File: config.mk
export PLATFORM = sky130hd
export DESIGN_NAME = rptr_empty_fwft_flat
export DESIGN_NICKNAME = d
export VERILOG_FILES = /design/src/rtl/rptr_empty_fwft_if.sv /design/src/rtl/rptr_empty_fwft.sv /design/src/flat_wrapper.sv
export SDC_FILE = /design/constraint.sdc
export NUM_CORES = 1
export LEC_CHECK = 0
export BUFFER_PORTS_ARGS = -buffer_cell sky130_fd_sc_hd__buf_2
export CORE_MARGIN = 10
export CORE_UTILIZATION = 52
export CTS_CLUSTER_DIAMETER = 40
export DETAILED_ROUTE_END_ITERATION = 10
export PLACE_DENSITY = 0.79
export SETUP_SLACK_MARGIN = 0.1
export SLEW_MARGIN = 20
export SYNTH_ARGS = -nofsm -noshare
export SYNTH_HDL_FRONTEND = slang
export SYNTH_SLANG_ARGS = --single-unit
File: constraint.sdc
create_clock -name rd_clk -period 4.6 [get_ports rd_clk]
set_input_delay 0.69 -clock rd_clk [delete_from_list [all_inputs] [get_ports rd_clk]]
set_output_delay 0.69 -clock rd_clk [all_outputs]
set_load 0.005 [all_outputs]
File: src/rtl/rptr_empty_fwft_if.sv
// rptr_empty_fwft_if: FWFT output stream between the FIFO read side and its consumer
interface rptr_empty_fwft_if #(
    parameter int data_size = 8
);
    logic [data_size-1:0] dout;
    logic dout_valid;
    logic dout_ready;
    modport master(output dout, dout_valid, input dout_ready);
    modport slave(input dout, dout_valid, output dout_ready);
endinterface

File: src/rtl/rptr_empty_fwft.sv
// rptr_empty_fwft: async FIFO read-side pointers, empty/count flags and 2-deep FWFT output stage
module rptr_empty_fwft #(
    parameter int add_size = 4,
    parameter int data_size = 8,
    parameter int ae_level = 2
) (
    input  logic                 rd_clk,
    input  logic                 rd_rst,
    input  logic [add_size:0]    wr_ptr_sync,
    output logic [add_size-1:0]  rd_addr,
    output logic [add_size:0]    rd_ptr,
    output logic                 empty,
    output logic                 mem_rd_en,
    input  logic [data_size-1:0] mem_rd_data,
    output logic [add_size:0]    rd_count,
    output logic                 almost_empty,
    rptr_empty_fwft_if.master    s
);
    logic [add_size:0] rbin, rbin_next, rgray_next, wbin_s;
    logic [data_size-1:0] skid;
    logic skid_valid, pend, pop, head_free;
    logic [1:0] occ;
    // Gray to binary: each bit is the XOR of itself and every higher Gray bit
    for (genvar g = 0; g <= add_size; g++) begin : g_g2b
        assign wbin_s[g] = ^(wr_ptr_sync >> g);
    end
    assign occ = {1'b0, s.dout_valid} + {1'b0, skid_valid} + {1'b0, pend};
    assign pop = s.dout_valid & s.dout_ready;
    assign mem_rd_en = ~empty & ((occ - {1'b0, pop}) < 2'd2);
    assign head_free = ~s.dout_valid | pop;
    assign rbin_next = rbin + {{add_size{1'b0}}, mem_rd_en};
    assign rgray_next = (rbin_next >> 1) ^ rbin_next;
    assign rd_addr = rbin[add_size-1:0];
    assign almost_empty = rd_count <= (add_size+1)'(ae_level);
    always_ff @(posedge rd_clk or negedge rd_rst)
        if (!rd_rst) begin
            rbin <= '0;
            rd_ptr <= '0;
            empty <= 1'b1;
            rd_count <= '0;
            pend <= 1'b0;
            skid_valid <= 1'b0;
            skid <= '0;
            s.dout_valid <= 1'b0;
            s.dout <= '0;
        end else begin
            rbin <= rbin_next;
            rd_ptr <= rgray_next;
            empty <= rgray_next == wr_ptr_sync;
            rd_count <= wbin_s - rbin_next;
            pend <= mem_rd_en;
            // Skid always holds the word after dout, so it drains into the head first
            s.dout_valid <= (s.dout_valid & ~pop) | skid_valid | pend;
            s.dout <= head_free ? (skid_valid ? skid : pend ? mem_rd_data : s.dout) : s.dout;
            skid_valid <= head_free ? skid_valid & pend : skid_valid | pend;
            skid <= pend ? mem_rd_data : skid;
        end
endmodule

File: src/flat_wrapper.sv
// flat-port wrapper written by rule: the top's interface ports become plain ports
module rptr_empty_fwft_flat 
#(
    parameter int add_size = 4,
    parameter int data_size = 8,
    parameter int ae_level = 2
)
  (rd_clk, rd_rst, wr_ptr_sync, rd_addr, rd_ptr, empty, mem_rd_en, mem_rd_data, rd_count, almost_empty, s_dout, s_dout_valid, s_dout_ready);
  rptr_empty_fwft_if #(.data_size(data_size)) s_i ();
  input  logic rd_clk;
  input  logic rd_rst;
  input  logic [add_size:0] wr_ptr_sync;
  output logic [add_size-1:0] rd_addr;
  output logic [add_size:0] rd_ptr;
  output logic empty;
  output logic mem_rd_en;
  input  logic [data_size-1:0] mem_rd_data;
  output logic [add_size:0] rd_count;
  output logic almost_empty;
  output wire logic [$bits(s_i.dout)-1:0] s_dout;
  output wire logic [$bits(s_i.dout_valid)-1:0] s_dout_valid;
  input wire logic [$bits(s_i.dout_ready)-1:0] s_dout_ready;
  assign s_dout = s_i.dout;
  assign s_dout_valid = s_i.dout_valid;
  assign s_i.dout_ready = s_dout_ready;
  rptr_empty_fwft #(.add_size(add_size), .data_size(data_size), .ae_level(ae_level)) u_core (.rd_clk(rd_clk), .rd_rst(rd_rst), .wr_ptr_sync(wr_ptr_sync), .rd_addr(rd_addr), .rd_ptr(rd_ptr), .empty(empty), .mem_rd_en(mem_rd_en), .mem_rd_data(mem_rd_data), .rd_count(rd_count), .almost_empty(almost_empty), .s(s_i));
endmodule
==> impl_results.md <==
- Status: finished clean
- Top post-synthesis cells by area: dfrtp_1, xnor2_1, mux2_2, ha_1, mux2i_1
- Reg clk slew, reported paths: 0.09 ns
- Mapped Cells: between 100 and 150
- Placeable Area: 0.003078 mm2
- Switching Share: roughly two fifths
- Syn_area_per_cell: roughly 12 um2
- Sequential fraction of the synthesis area: 50.63%
- Register area: roughly 850 um2
- CTS Buffer Depth: 2
- Port Buffers: 41
- P_sw: around 730 uW
- Worst Path Required: 4.86 ns
- HP Class: input pin to async pin
- Slowest cell on crit path: dfrtp_1
- Synth unique cells: 34
- P per Cell Area: around 900 mW/mm2
- Post-synth top area cell: dfrtp_1
- Total number of yosys warnings: 0
- Grt total ovfl: 0
- CTS tree: built
- Int Pwr: 1065 uW
- Initial core utilization: around 55%
- Post_cts resized: 0
- Critical Path, Cell by Cell: inv_1 > ha_1 > inv_1 > ha_1 > a21oi_1 > xnor2_1 > nor2_1 > ha_1 > ha_1 > inv_1 > fa_1 > nand2b_1 > a311oi_1 > xnor2_1
- Number of H-tree levels: 2
- Via count: 1138
- Final min period: 3.708 ns
- Slew HR: about half
- CTS buffer count: 5
- Period Utilization, post-route: between 80% and 90%
- Seq cells post-synth: 34
- Most common cell on crit path: ha_1
- Post-DP HPWL: around 2600 um
- N_diodes: 0
- Number of max-cap violations: 0
- Die area: approximately 0.006 mm2
- DRT Wirelength: roughly 3300 um
- Share of layout cells above drive strength 1: about a third
- Fmax achieved: 0.2697 GHz
- Crit-path max FO: 12
- Gp weighted congestion: ~0.8
- Critical Path AT: between 3 and 4 ns
- Initial antenna violation count: 0
- Worst Skew: between 0.003 and 0.004 ns
- Worst r2r path cells: 14
- CP endpoint kind: flop
- Syn-to-layout area delta: 18.07%
- Die extent in y: 76.89 um
- Worst Max-Slew Pin Slew: roughly 0.73 ns
- Post-route DRC: 0
- Chip Width: 76.89 um
- Synth Cell Area: ~0.0017 mm2
- Post-route cell area: between 0.0015 and 0.002 mm2
- # hold bufs at CTS: 0
- Gr usage total: a little under an eighth
- Layout fillers: 254
- RSZ-0062 raised after global routing: no
- Post-CTS Setup Inserts: 0
- CP startpoint kind: flop
- Clock Sinks: 34
- CP Class: flop to flop
- Pre-CTS setup slack: about 0.79 ns
- Routed length per placed instance: about 15 um
- Clk pwr share: 9.2%
- CP top delay family: adder cells
- CP peak stage delay: 0.70 ns
- Final Max Slew Viols: 0
- First-pass GRT wire length: 5602 um
- Antenna Nets Post-Route: 0
- Number of cell rows: 20
- Number of global-route vias before repair: roughly 1200
- CTS root buf: clkbuf_4
- Leak pwr: between 0.0009 and 0.001 uW
- Via-per-instance ratio: roughly 5
- Final hold violation count: 0
- Worst vdd ir: ~0.66 mV
- Initial DRC Count: 54
- Critical path buffers and inverters: 3
- Pre-Repair DR Iteration Count: 3
- Area after DPL: approximately 0.0019 mm2
- Later-pin clock latency in the skew report: 0.33 ns
- # IOs: 42
- Layout net count: between 200 and 250
- Setup ws final: about 0.89 ns
- Final setup fails: 0
- Area occupied by multi-input gates: 792.0 um2
- Gate power share: between 50% and 60%
- Cell count along the critical path: 14
- Syn Nets: approximately 160
- Post-synth top area share: between 40 and 50%
- Largest net degree at the start of global routing: 35
- Setup TNS: 0 ns
- Sequential power share: between 30% and 40%
worst paths after layout:
path | slack (ns) | start | endpoint
setup / recovery | 0.89 | u_core.skid_valid | u_core.rd_count[4]
hold reg to reg | 0.52 | u_core.skid[6] | u_core.skid[6]
hold / removal | 0.41 | rd_rst | u_core.s.dout[6]
max in group asynchronous | 3.72 | rd_rst | u_core.skid[5]
min in group rd_clk | 0.52 | u_core.skid[6] | u_core.skid[6]
setup reg to reg | 0.89 | u_core.skid_valid | u_core.rd_count[4]
layer usage:
layer  share of wire, %  vias to the layer above  wire (um)  track usage, %
li1                   -                      550          -               -
met1                 41                      555       1354           11.55
met2                 51                       27       1710           20.74
met3                6.3                        6        211           5.478
met4                1.5                        0         51           5.019
met5                  0                        -          0               0
synthesized netlist by cell type:
| library cell | instances |
|---|---|
| a311oi_1 | 1 |
| and4b_1 | 1 |
| nand3_1 | 2 |
| a211oi_2 | 1 |
| mux2_2 | 8 |
| maj3_1 | 1 |
| clkbuf_1 | 2 |
| dfstp_2 | 1 |
| buf_2 | 1 |
| mux2i_1 | 8 |
| o21a_1 | 2 |
| or3_1 | 1 |
| xor3_1 | 2 |
| a21oi_1 | 10 |
| a2111oi_0 | 1 |
| o21ai_0 | 2 |
| fa_1 | 1 |
| ha_1 | 7 |
| buf_1 | 1 |
| a21boi_0 | 1 |
| inv_1 | 6 |
| nand2b_1 | 2 |
| and2_1 | 1 |
| nor3_1 | 1 |
| nor2_1 | 12 |
| xnor2_1 | 12 |
| a31oi_1 | 1 |
| xor2_1 | 6 |
| nand2_1 | 5 |
| xor2_2 | 2 |
| o21ai_1 | 1 |
| and3_1 | 1 |
| xnor3_1 | 1 |
| dfrtp_1 | 33 |
flip-flops by register name, summed over array words and instances (netlist names):
signal and cells:
u_core.empty 1, u_core.skid_valid 1, u_core.pend 1, u_core.s.dout_valid 1
u_core.s.dout 8, u_core.skid 8, u_core.rd_ptr 4, u_core.rd_count 5
u_core.rbin 5
kinds of logic (layout without fill, tap and decap cells):
family / count (synthesis) / after routing / share of synthesized area (%)
DFF: 34 / 34 / 50.63
and+or+nand+nor: 26 / 26 / 7.138
xor gates and xnor gates: 23 / 23 / 15.46
AOI/OAI and AO/OA: 20 / 20 / 7.361
muxes: 16 / 16 / 10.11
buffers and inverters: 10 / 55 / 2.304
adders and majority gates: 9 / 9 / 6.989
layout by cell type, fill, tap and decap left out, types with 5 or more instances in the layout:
cell,instances
buf_2,41
dfrtp_1,33
xnor2_1,12
nor2_1,12
a21oi_1,10
mux2i_1,8
mux2_2,8
ha_1,7
inv_1,6
xor2_1,6
nand2_1,5
clkbuf_4,5
power groups by stage:
stage          combinational (uW)  clock, uW  sequential [uW]
2_1_floorplan                 777          0              572
3_3_place_gp                  995          0              605
3_5_place_dp                 1040          0              618
4_1_cts                      1040        172              611
5_1_grt                      1150        186              633
6_report                     1020        165              609
stage by stage:
stage	hold WS (ns)	total power [uW]	util, %	instances
after floorplan	0.3944	1349	-	138
after global placement	0.4881	1600	62.60	219
after detailed placement	0.4977	1654	62.60	219
after CTS	0.4252	1823	64.55	227
after global routing	0.4600	1971	64.55	227
final	0.4106	1794	64.55	227
final cells by class:
cell class	count	share of cell area, %
sequential	34	42.88
clock buffer	7	2.771
clock inverter	1	0.2519
inverter	6	1.133
timing repair buffer	41	10.33
tap	44	2.771
multi-input combinational	94	39.86
Power figures use the tool's default switching activity.
